===== config.mk =====
export PLATFORM = sky130hd
export DESIGN_NAME = adc_sample_fifo
export DESIGN_NICKNAME = d
export VERILOG_FILES = /design/src/rtl/adc_fifo_pkg.sv /design/src/rtl/adc_sample_fifo_mem.sv /design/src/rtl/adc_sample_fifo.sv
export SDC_FILE = /design/constraint.sdc
export NUM_CORES = 1
export LEC_CHECK = 0
export CAP_MARGIN = 15
export CORE_ASPECT_RATIO = 0.75
export CORE_MARGIN = 3
export CORE_UTILIZATION = 50
export DETAILED_ROUTE_END_ITERATION = 10
export PLACE_DENSITY = 0.72
export SLEW_MARGIN = 20
export SYNTH_ARGS = -nofsm -noshare
export SYNTH_HDL_FRONTEND = slang
export SYNTH_HIERARCHICAL = 1
export SYNTH_SLANG_ARGS = --single-unit

===== constraint.sdc =====
create_clock -name clk_78MHz_i -period 2.85 [get_ports clk_78MHz_i]
set_input_delay 0.57 -clock clk_78MHz_i [delete_from_list [all_inputs] [get_ports clk_78MHz_i]]
set_output_delay 0.57 -clock clk_78MHz_i [all_outputs]
set_load 0.01 [all_outputs]

===== src/rtl/adc_fifo_pkg.sv =====
// Constants shared by the ADC sample FIFO and the FIR input stage.
package adc_fifo_pkg;

    localparam int ADC_DATA_W      = 12;
    localparam int FIFO_DEPTH_LOG2 = 4;

endpackage


===== src/rtl/adc_sample_fifo_mem.sv =====
// Simple dual-port RAM: synchronous write, registered read that holds
// its last value when no read is requested.
module fifo_mem
    import adc_fifo_pkg::*;
#(
    parameter int DATA_W = ADC_DATA_W,
    parameter int ADDR_W = FIFO_DEPTH_LOG2
) (
    input  logic              clk_i,
    input  logic              rst_i,
    input  logic              we_i,
    input  logic [ADDR_W-1:0] waddr_i,
    input  logic [DATA_W-1:0] wdata_i,
    input  logic              re_i,
    input  logic [ADDR_W-1:0] raddr_i,
    output logic [DATA_W-1:0] rdata_o
);

    logic [DATA_W-1:0] mem_q [2**ADDR_W];
    logic [DATA_W-1:0] rdata_q;
    logic [DATA_W-1:0] rdata_d;

    always_comb begin
        rdata_d = rdata_q;
        if (re_i) begin
            rdata_d = mem_q[raddr_i];
        end
    end

    // Storage is left unreset so it maps onto LUT RAM.
    always_ff @(posedge clk_i) begin
        if (we_i) begin
            mem_q[waddr_i] <= wdata_i;
        end
    end

    always_ff @(posedge clk_i) begin
        if (rst_i) begin
            rdata_q <= '0;
        end else begin
            rdata_q <= rdata_d;
        end
    end

    assign rdata_o = rdata_q;

endmodule


===== src/rtl/adc_sample_fifo.sv =====
// ADC sample FIFO: buffers XADC samples for the FIR, with occupancy
// tracking and a sticky overflow flag for dropped samples.
module adc_sample_fifo
    import adc_fifo_pkg::*;
#(
    parameter int DATA_W     = ADC_DATA_W,
    parameter int DEPTH_LOG2 = FIFO_DEPTH_LOG2
) (
    input  logic                  clk_78MHz_i,
    input  logic                  reset_i,
    input  logic [DATA_W-1:0]     sample_i,
    input  logic                  sample_valid_i,
    input  logic                  rd_en_i,
    output logic [DATA_W-1:0]     data_o,
    output logic                  valid_o,
    output logic                  empty_o,
    output logic                  full_o,
    output logic [DEPTH_LOG2:0]   count_o,
    output logic                  overflow_o,
    input  logic                  clear_ovf_i
);

    localparam int CW    = DEPTH_LOG2 + 1;
    localparam int DEPTH = 1 << DEPTH_LOG2;

    logic [DEPTH_LOG2-1:0] wr_ptr_q, wr_ptr_d;
    logic [DEPTH_LOG2-1:0] rd_ptr_q, rd_ptr_d;
    logic [CW-1:0]         count_q, count_d;
    logic                  valid_q, valid_d;
    logic                  ovf_q, ovf_d;
    logic                  wr_acc, rd_acc, drop;

    assign empty_o = (count_q == '0);
    assign full_o  = (count_q == CW'(DEPTH));

    always_comb begin
        rd_acc   = rd_en_i && !empty_o;
        wr_acc   = sample_valid_i && (!full_o || rd_acc);
        drop     = sample_valid_i && full_o && !rd_acc;
        wr_ptr_d = wr_acc ? wr_ptr_q + DEPTH_LOG2'(1) : wr_ptr_q;
        rd_ptr_d = rd_acc ? rd_ptr_q + DEPTH_LOG2'(1) : rd_ptr_q;
        count_d  = count_q + CW'(wr_acc) - CW'(rd_acc);
        valid_d  = rd_acc;
        // A drop in the same cycle as a clear keeps the flag set.
        ovf_d    = ovf_q;
        if (drop) begin
            ovf_d = 1'b1;
        end else if (clear_ovf_i) begin
            ovf_d = 1'b0;
        end
    end

    always_ff @(posedge clk_78MHz_i) begin
        if (reset_i) begin
            wr_ptr_q <= '0;
            rd_ptr_q <= '0;
            count_q  <= '0;
            valid_q  <= 1'b0;
            ovf_q    <= 1'b0;
        end else begin
            wr_ptr_q <= wr_ptr_d;
            rd_ptr_q <= rd_ptr_d;
            count_q  <= count_d;
            valid_q  <= valid_d;
            ovf_q    <= ovf_d;
        end
    end

    fifo_mem #(
        .DATA_W (DATA_W),
        .ADDR_W (DEPTH_LOG2)
    ) u_mem (
        .clk_i   (clk_78MHz_i),
        .rst_i   (reset_i),
        .we_i    (wr_acc),
        .waddr_i (wr_ptr_q),
        .wdata_i (sample_i),
        .re_i    (rd_acc),
        .raddr_i (rd_ptr_q),
        .rdata_o (data_o)
    );

    assign valid_o    = valid_q;
    assign count_o    = count_q;
    assign overflow_o = ovf_q;

endmodule


# [Yosys cells after proc, flatten, opt, wreduce, memory -nomap -nowiden]
# Memory sizes are Yosys's and may differ from the RTL's. A register that Yosys moved wholly into a read port is not among the register bits.
# Index checks and enable logic that the tools add are counted.
[op_classes] addsub=4 multipliers=0 div_mod_pow=0 order_cmp=0 n_eq_ne=1 shifts=0 muxes=4 bitwise_logic=0 n_reduce_logical=10
[op_table] op="adder 4 x 1 -> 4 bit (second input constant)" n=2
[op_table] op="adder 5 x 1 -> 5 bit" n=1
[op_table] op="equality test 5 bit (second input constant)" n=1
[op_table] op="logical NOT 5 bit" n=1
[op_table] op="subtractor 5 x 1 -> 5 bit" n=1
[op_table] op="logical AND 1 bit" n=4
[op_table] op="2-to-1 mux 1 bit" n=4
[op_table] op="logical NOT 1 bit" n=3
[op_table] op="nonzero test 2 bit" n=1
[op_table] op="logical OR 1 bit" n=1
[totals] reg_bits=15 latchBits=0 mem_bits_rw=192 mem_bits_ro=0 inputBits=17 out_inout_bits=21 elab_cells=25 n_memories=1
[memory_table] memory="u_mem.mem_q" words=16 width=12 read_ports=1 rd_clocked_by_memory_dff=1 write_ports=1 line="adc_sample_fifo_mem.sv:19" source="logic [DATA_W-1:0] mem_q [2**ADDR_W];"

# [Logic depth before layout (Yosys ltp)]
# Gate-level depths: netlist (run 1).
[depth] word_depth=7 depth_mapped=13 mapped_depth_nobuf=12

# [Modules after synthesis]
# Netlist (run 1), hierarchy kept.
[modules_own_cells] module="fifo_mem" instances=1 cells_per_inst=463 area_per_inst_um2=7926.4 seq_area_each_um2=6005.8
[modules_own_cells] module="adc_sample_fifo" instances=1 cells_per_inst=91 area_per_inst_um2=849.6 seq_area_each_um2=300.3

# [Least setup slack after synthesis (run 1)]
# OpenSTA, ideal clock, no wires.
[synth_path] path_kind="flip-flop to flip-flop" start="register count_q[2], in the netlist count_o[2]" end="memory u_mem/mem_q[0][0] in the netlist's numbering, enable pin" setup_time_ns=0.396 t_arrival_ns=2.541 required_time_ns=2.454 slack_ns=-0.087 stages_incl_launch_ff=8 path_buffers=1 synth_period_minus_slack_ns=2.937 path_cell_list="dfxtp_1 inv_1 ha_1 and4bb_2 buf_2 a21boi_4 or3b_1 nor3_1"
[synth_between] word_cells_on_any_way=9 cone_classes="eq/ne: 1; mux: 2; reduce/logical: 6"
[synth_lines] element="start: declaration" line="adc_sample_fifo.sv:28" source="logic [CW-1:0] count_q, count_d;"
[synth_lines] element="start signal: assignment" line="adc_sample_fifo.sv:63" source="count_q <= count_d;"
[synth_lines] element="equality test 5 bit" line="adc_sample_fifo.sv:34" source="assign full_o = (count_q == CW'(DEPTH));"
[synth_lines] element="named net full_o" line="adc_sample_fifo.sv:17" source="output logic full_o,"
[synth_lines] element="logical NOT 1 bit" line="adc_sample_fifo.sv:38" source="wr_acc = sample_valid_i && (!full_o || rd_acc);"
[synth_lines] element="logical OR 1 bit" line="adc_sample_fifo.sv:38"
[synth_lines] element="logical AND 1 bit" line="adc_sample_fifo.sv:38"
[synth_lines] element="named net wr_acc" line="adc_sample_fifo.sv:31" source="logic wr_acc, rd_acc, drop;"
[synth_lines] element="2-to-1 mux 1 bit" line="adc_sample_fifo_mem.sv:32" source="if (we_i) begin"
[synth_lines] element="2-to-1 mux 1 bit (implied by the code)" line="adc_sample_fifo_mem.sv:33" source="mem_q[waddr_i] <= wdata_i;"
[synth_lines] element="end: declaration" line="adc_sample_fifo_mem.sv:19"
# The timed path passes the listed nets, and every way through them passes these cells.

# [Worst setup path in the final report (run 1)]
[layout_path] start="register count_q[2], in the netlist count_o[2]" end="register count_q[4], in the netlist count_o[4]"
[layout_between] elab_chain_len=7 word_cells_on_any_way=9 cone_classes="add/sub: 2; eq/ne: 1; reduce/logical: 6"
[layout_lines] element="logical NOT 5 bit *" line="adc_sample_fifo.sv:33" source="assign empty_o = (count_q == '0);"
[layout_lines] element="logical NOT 1 bit *" line="adc_sample_fifo.sv:37" source="rd_acc = rd_en_i && !empty_o;"
[layout_lines] element="logical AND 1 bit *" line="adc_sample_fifo.sv:37"
[layout_lines] element="named net rd_acc" line="adc_sample_fifo.sv:31"
[layout_lines] element="logical OR 1 bit" line="adc_sample_fifo.sv:38"
[layout_lines] element="logical AND 1 bit" line="adc_sample_fifo.sv:38"
[layout_lines] element="adder 5 x 1 -> 5 bit" line="adc_sample_fifo.sv:42" source="count_d = count_q + CW'(wr_acc) - CW'(rd_acc);"
[layout_lines] element="subtractor 5 x 1 -> 5 bit *" line="adc_sample_fifo.sv:42"
# Mark *: on every way through the listed nets, which the timed path passes. The rest lies on a longest branch.
# A chain may end at the register's enable or synchronous reset.

==> impl_results.md, run 1 <==
- Clock network power share: roughly 36%
- Seq/Total Area, Yosys: 71.86%
- Ports: 38
- Count of final setup violators: 0
- HP Class: register to register
- # nets final: around 660
- Mux contribution to synthesized area: 11.45%
- Die Footprint: about 19000 sq um
- Critical path class: register to register
- Area growth syn-to-layout: 18.35%
- Worst Setup Start Kind: register
- Worst-case clock buffer depth: 3
- Cts bufs inserted: 21
- ANT nets after route: 0
- Total track usage: roughly a fifth
- Worst slew margin: 30.82%
- Comb power frac: between 15 and 20%
- Die height: around 120 um
- Routability congestion estimate: roughly 0.84
- Ant diodes: 0
- Reg2Reg Setup Slack: about 110 ps
- Row count: between 40 and 50
- WHS Endpoint: u_mem/rdata_o[6]
- Leak Pwr: 0.003373 uW
- First-pass DRT Iterations: 4
- Worst reg2reg path depth: 12
- Ys Warns: 6
- Outcome: complete, no violations
- Unique masters post-synth: 45
- Layout cells sized above 1: between 10% and 20%
- Hold path start: u_mem/rdata_o[6]
- Max Fclk: around 360 MHz
- RR Startpoint: count_o[2]
- First-pass GRT wire length: 28670 um
- Final worst-path cycle share: a little over nine tenths
- XOR/XNOR Fraction of Synth Area: less than 1%
- Remaining Overflow, GRT: 0
- Htree depth: 1
- Largest net degree at the start of global routing: 31
- WHS Path Cells: 2
- Skew final: 12.61 ps
- Ys async rst share: 0%
- Top post-synthesis cells by area: edfxtp_1 (66%), mux2i_1 (11%), dfxtp_1 (6.2%)
- Layout Cells excl Fill: roughly 900
- Placed insts: ~850
- Max cap viols: 0
- Sw Ratio: 24.82%
- Footprint of the multi-input gates: between 2000 and 2500 sq um
- Post-Synth Adder-Cell Area: under 10%
- Drt wl/cell: approximately 21 um
- CTS Sinks: about 220
- Sequential share of power: slightly below 50%
- Worst r2r dst: count_o[4]
- # DRC: 0
- Worst skew pair latency: about 500 ps
- Most common cell in the synthesized netlist: edfxtp_1
- Crit path max fanout: 3
- Synth Net Count: 580
- CTS tree: yes
- Commonest cells post-synth: edfxtp_1 (192), mux2i_1 (97), nand3_1 (39)
- Vias per cell: 5.663
- Crit end category: register
- Simple-Gate Fraction of Synth Area: between 6 and 7%
- Power per cell area: between 700 and 800 nW/um^2
- Overall via count from detail_route: 5023
- Slew Limit Fails: 0
- Worst Path Required: between 3000 and 4000 ps
- DR iter-0 viols: between 300 and 400
- Core Util, Final: between 60 and 70%
- Initial antenna violation count: 0
- Worst-Margin Slew: 1034 ps
- Synth Instances: ~550
- Fill cells: roughly 1300
- Synth Area in Compound Gates: 5.503%
- Vias in the first global route: approximately 5000
- VDD IR-drop max: approximately 0.46 mV
- Cell Int Power: 5869 uW
- Yosys reg bits: between 200 and 250
- Switch Pwr: between 1500 and 2000 uW
- Min cycle time layout: 2742 ps
- Mapped cell area: around 9000 sq um
- WP data arrival: between 3000 and 4000 ps
- CTS clock-pin slew for the worst setup and hold paths: 60 ps
- Storage cell area: approximately 6300 sq um
- Die W: around 160 um
- Syn_area_per_cell: ~16 sq um
- Core area: about 17000 sq um
- EDFF count, synth: about 190
- Initial Util: between 50% and 60%
- Top-area cell type share of the netlist area: 65.70%
- Ys flop type: edfxtp_1
- Largest family of logic cells by synthesized area: multiplexers
- Port bufs: 37
- WL final: ~19000 um
- Detailed placement HPWL: 11830 um
- CTS root buf: clkbuf_16
- Area leader, netlist: edfxtp_1
- Fin. Hold Viols: 0
[critical path, stage by stage (launching register included)]
cell	delay, ps
dfxtp_2	330
inv_2	80
ha_4	120
or4b_4	480
inv_2	80
nor2_2	40
ha_1	270
inv_1	60
ha_4	160
fa_2	390
a21o_1	210
a2111oi_2	290
o21bai_1	160
[state kept, by name, indices dropped and copies added, names as in the netlist]
register,count
u_mem/mem_q,192
u_mem/rdata_o,12
count_o,5
rd_ptr_q,4
wr_ptr_q,4
overflow_o,1
valid_o,1
[placed cells by master, fill, tap and decap left out, types with 2 or more instances in the layout]
cell | netlist | layout
nor2b_1 | 6 | 4
inv_1 | 11 | 9
dfxtp_1 | 27 | 24
ha_1 | 8 | 6
nor3_2 | 0 | 4
edfxtp_1 | 192 | 192
nand2b_1 | 5 | 5
nor2_1 | 22 | 21
a21oi_1 | 19 | 19
nand3b_1 | 3 | 3
mux2_2 | 3 | 3
nand2_1 | 25 | 25
nor2_2 | 1 | 2
nor2b_2 | 0 | 2
a21o_1 | 2 | 2
mux2i_1 | 97 | 97
dfxtp_2 | 0 | 2
clkdlybuf4s50_1 | 0 | 36
clkbuf_16 | 0 | 21
inv_2 | 1 | 3
nand3_1 | 39 | 39
bufinv_16 | 0 | 2
clkinv_1 | 0 | 2
clkinv_2 | 0 | 3
o21ai_0 | 2 | 2
clkbuf_8 | 0 | 3
a22oi_1 | 36 | 36
clkbuf_1 | 5 | 3
buf_12 | 4 | 2
buf_4 | 6 | 49
ha_4 | 0 | 2
[power groups by stage]
stage / logic, uW / registers (uW) / clock network, uW
2_1_floorplan: 600 / 3840 / 0
3_3_place_gp: 1130 / 3830 / 0
3_5_place_dp: 1180 / 3840 / 0
4_1_cts: 1190 / 3770 / 2820
5_1_grt: 1380 / 3790 / 2970
6_report: 1260 / 3780 / 2770
[worst max-delay path by stage]
stage,from,to,depth (start not counted)
2_1_floorplan,count_o[2],count_o[4],13
3_3_place_gp,rd_en_i,count_o[4],11
3_5_place_dp,rd_en_i,count_o[4],11
4_1_cts,count_o[2],count_o[4],12
5_1_grt,count_o[2],count_o[4],12
6_report,count_o[2],count_o[4],12
[area by class of cell]
| class | count | area share, % |
|---|---|---|
| clock buffers | 27 | 5.566 |
| repair buffers | 88 | 7.481 |
| inverters | 12 | 0.4337 |
| multi-input cells | 294 | 21.82 |
| flip-flops and latches | 219 | 60.78 |
| well taps | 236 | 2.843 |
| clock inverters | 11 | 1.084 |
[metal layers]
layer  routed length (um)  share of wire, %  global-route usage (%)  vias to the layer above
li1                     -                 -                       -                     2298
met1                 8715                47                   29.15                     2521
met2                 8096                43                   28.53                      177
met3                 1513               8.1                   4.452                       27
met4                  351               1.9                   5.030                        0
met5                    0                 0                       0                        -
[cell families after synthesis]
logic type               count (synthesis)
flip-flops                             219
AND/OR/NAND/NOR                        115
multiplexers                           100
AO/OA/AOI/OAI                           68
buffers and inverters                   41
adder cells (fa/ha/maj)                  9
XOR/XNOR                                 2
[per-stage QoR]
step	total power, uW	cell area (sq um)	hold slack, ps	setup TNS, ps	setup WS (ps)
global route	8132	10390	481.0	-8.907	-8.907
CTS	7780	10340	462.5	0	11.02
global placement	4962	9641	444.2	-150.7	-150.7
floorplan	4441	8783	481.3	0	25.26
finish	7806	10390	458.9	0	108.1
detailed placement	5018	9641	447.3	-272.5	-272.5
[timing repair]
item                       in CTS  in global routing
pin swaps                       0                  3
buffers inserted                0                  3
hold buffers                    0                  0
resized for setup               3                  7
setup endpoints to repair       2                  1
Note: power is estimated with default switching activity, not from simulation.
==> run 2: changes to the inputs <==
--- a/config.mk
+++ b/config.mk
@@ -9,6 +9,7 @@
 export CORE_ASPECT_RATIO = 0.75
 export CORE_MARGIN = 3
 export CORE_UTILIZATION = 50
+export CTS_CLUSTER_SIZE = 10
 export DETAILED_ROUTE_END_ITERATION = 10
 export PLACE_DENSITY = 0.72
 export SLEW_MARGIN = 20
==> run 2 against run 1 <==
Against the previous run:
- final area is 0.11% higher
- fmax is 0.47% lower
- critical endpoint unchanged
- via count hardly changed
- hold slack worse by 2.9 ps
- global-route usage is 0.11 points higher
- sequential power hardly changed
- die area stayed put
- largest cell class unchanged
- clock skew is 2.8 ps higher
- combinational power hardly changed
==> impl_results.md, run 2 (synthesized netlist as in run 1, its figures left out) <==
- Outcome: complete, no violations
- RR Startpoint: count_o[2]
- Worst-Margin Slew: 1049 ps
- Die Footprint: roughly 19000 sq um
- Total track usage: about a fifth
- Sequential share of power: around 48%
- Die W: about 160 um
- Layout cells sized above 1: 15.50%
- First-pass DRT Iterations: 7
- Count of final setup violators: 0
- Cell depth of the worst setup path: 12
- Min cycle time layout: 2755 ps
- Critical path class: register to register
- Setup WS post-layout: about 95 ps
- Crit end category: register
- Worst Path Required: 3270 ps
- Fin. Hold Viols: 0
- WL final: approximately 19000 um
- CTS tree: yes
- First-pass GRT wire length: around 29000 um
- Skew final: about 15 ps
- Total negative setup slack: 0 ps
- CTS clock-pin slew for the worst setup and hold paths: 50 ps
- Slew Limit Fails: 0
- Most frequent cells in the layout: edfxtp_1 (192), mux2i_1 (97), buf_4 (48)
- Reg2Reg Setup Slack: between 90 and 100 ps
- Pre-CTS WS: -272.5 ps
- DR iter-0 viols: 315
- Leak Pwr: 0.003369 uW
- Area growth syn-to-layout: 18.48%
- Setup crit end: count_o[4]
- Cell Int Power: 5891 uW
- Critical-path cell list: inv_2 > ha_4 > or4b_4 > inv_2 > nor2_2 > ha_1 > inv_1 > ha_4 > fa_2 > a21o_1 > a2111oi_2 > o21bai_1
- Worst r2r dst: count_o[4]
- Worst slew margin: just under 30%
- Max reg flops: around 190
- CP max stage cell: or4b_4
- Remaining Overflow, GRT: 0
- Initial Util: 51.53%
- Worst-case clock buffer depth: 3
- CTS root buf: clkbuf_16
- Power per cell area: around 750 nW/um^2
- CP peak stage delay: approximately 480 ps
- Comb power frac: between 15 and 20%
- Crit path from: count_o[2]
- Ant diodes: 0
- Routability congestion estimate: 0.8373
- Top Family by Delay on Critical Path: adder cells
- Worst reg2reg path depth: 12
- Worst Setup Start Kind: register
- Crit path max fanout: 3
- Cts bufs inserted: 25
- VDD IR-drop max: ~0.42 mV
- Htree depth: 1
- Worst Path Buf+Inv: 3
- Overall via count from detail_route: 5024
- Hold Slack: 456.0 ps
- Clock network power share: approximately 36%
- Final worst-path cycle share: between 90% and 100%
- Sw Ratio: between 20% and 30%
- Worst skew pair latency: 510 ps
- Ports: 38
- Commonest non-fill, non-tap cell in the layout: edfxtp_1
- Vias per cell: 5.620
- Core area: 17030 sq um
- WP data arrival: about 3200 ps
- Pwr Total: approximately 7800 uW
- Switch Pwr: 1917 uW
- Largest net degree at the start of global routing: 31
- ANT nets after route: 0
- Row count: 41
- CTS Sinks: roughly 220
- # DRC: 0
- # nets final: ~670
- Detailed placement HPWL: around 12000 um
- Die height: roughly 120 um
- Port bufs: 37
- Drt wl/cell: 20.90 um
- Max Fclk: between 300 and 400 MHz
- Core Util, Final: between 60% and 70%
- Vias in the first global route: ~5100
- HP Class: register to register
- Max cap viols: 0
- Initial antenna violation count: 0
- Largest reg by FF count: u_mem/mem_q
run 2: changes by cell type in the layout (fill, tap and decap cells not counted), sizes merged:
cell	previous run	this run
clkbuf	27	45
clkinv	6	0
bufinv	2	0
clkinvlp	2	0
buf	51	50
run 2: layout make-up:
cell class                      instances  area [sq um]
Fill cell                            1287          6634
Sequential cell                       219          6312
Multi-Input combinational cell        294          2266
Timing Repair Buffer                   87         769.5
Clock buffer                           45         700.7
Tap cell                              236         295.3
Inverter                               12         45.04
Clock inverter                          1         8.758
run 2: power by group through the flow:
stage          Clock (uW)  Combinational [uW]  Sequential, uW
2_1_floorplan           0                 600            3840
3_3_place_gp            0                1130            3830
4_1_cts              2850                1200            3770
5_1_grt              2980                1360            3790
6_report             2770                1250            3780
3_5_place_dp            0                1180            3840
run 2: worst reg2reg max path, cell delays in order, from the launching register on:
cell       delay, ps
dfxtp_2          330
inv_2             80
ha_4             130
or4b_4           480
inv_2             80
nor2_2            40
ha_1             270
inv_1             60
ha_4             170
fa_2             390
a21o_1           210
a2111oi_2        290
o21bai_1         170
run 2: per-layer routing:
metal	vias to the layer above	wire length (um)	global-route usage (%)
met5	-	0	0
met4	0	347	5.085
met3	26	1356	4.692
met2	165	8350	29.12
met1	2516	8630	28.78
li1	2317	-	-
run 2: worst min path at each step:
| stage | start | to | slack (ps) | cells past startpoint |
|---|---|---|---|---|
| after CTS | u_mem/rdata_o[6] | u_mem/rdata_o[6] | 460 | 2 |
| after detailed placement | u_mem/rdata_o[6] | u_mem/rdata_o[6] | 450 | 2 |
| after floorplan | rd_ptr_q[3] | rd_ptr_q[3] | 480 | 2 |
| final | u_mem/rdata_o[5] | u_mem/rdata_o[5] | 460 | 2 |
| after global routing | u_mem/rdata_o[6] | u_mem/rdata_o[6] | 480 | 2 |
| after global placement | u_mem/rdata_o[5] | u_mem/rdata_o[5] | 440 | 2 |
run 2: per-stage QoR:
step,area [sq um],instances
global placement,9641,846
global route,10400,894
detailed placement,9641,846
floorplan,8783,554
CTS,10350,892
finish,10400,894
run 2: timing repair:
item,CTS,global route
resized for setup,3,7
pin swaps,0,3
endpoints found under the setup margin,2,1
endpoints found under the hold margin,0,0
hold buffers,0,0
buffers inserted,0,2
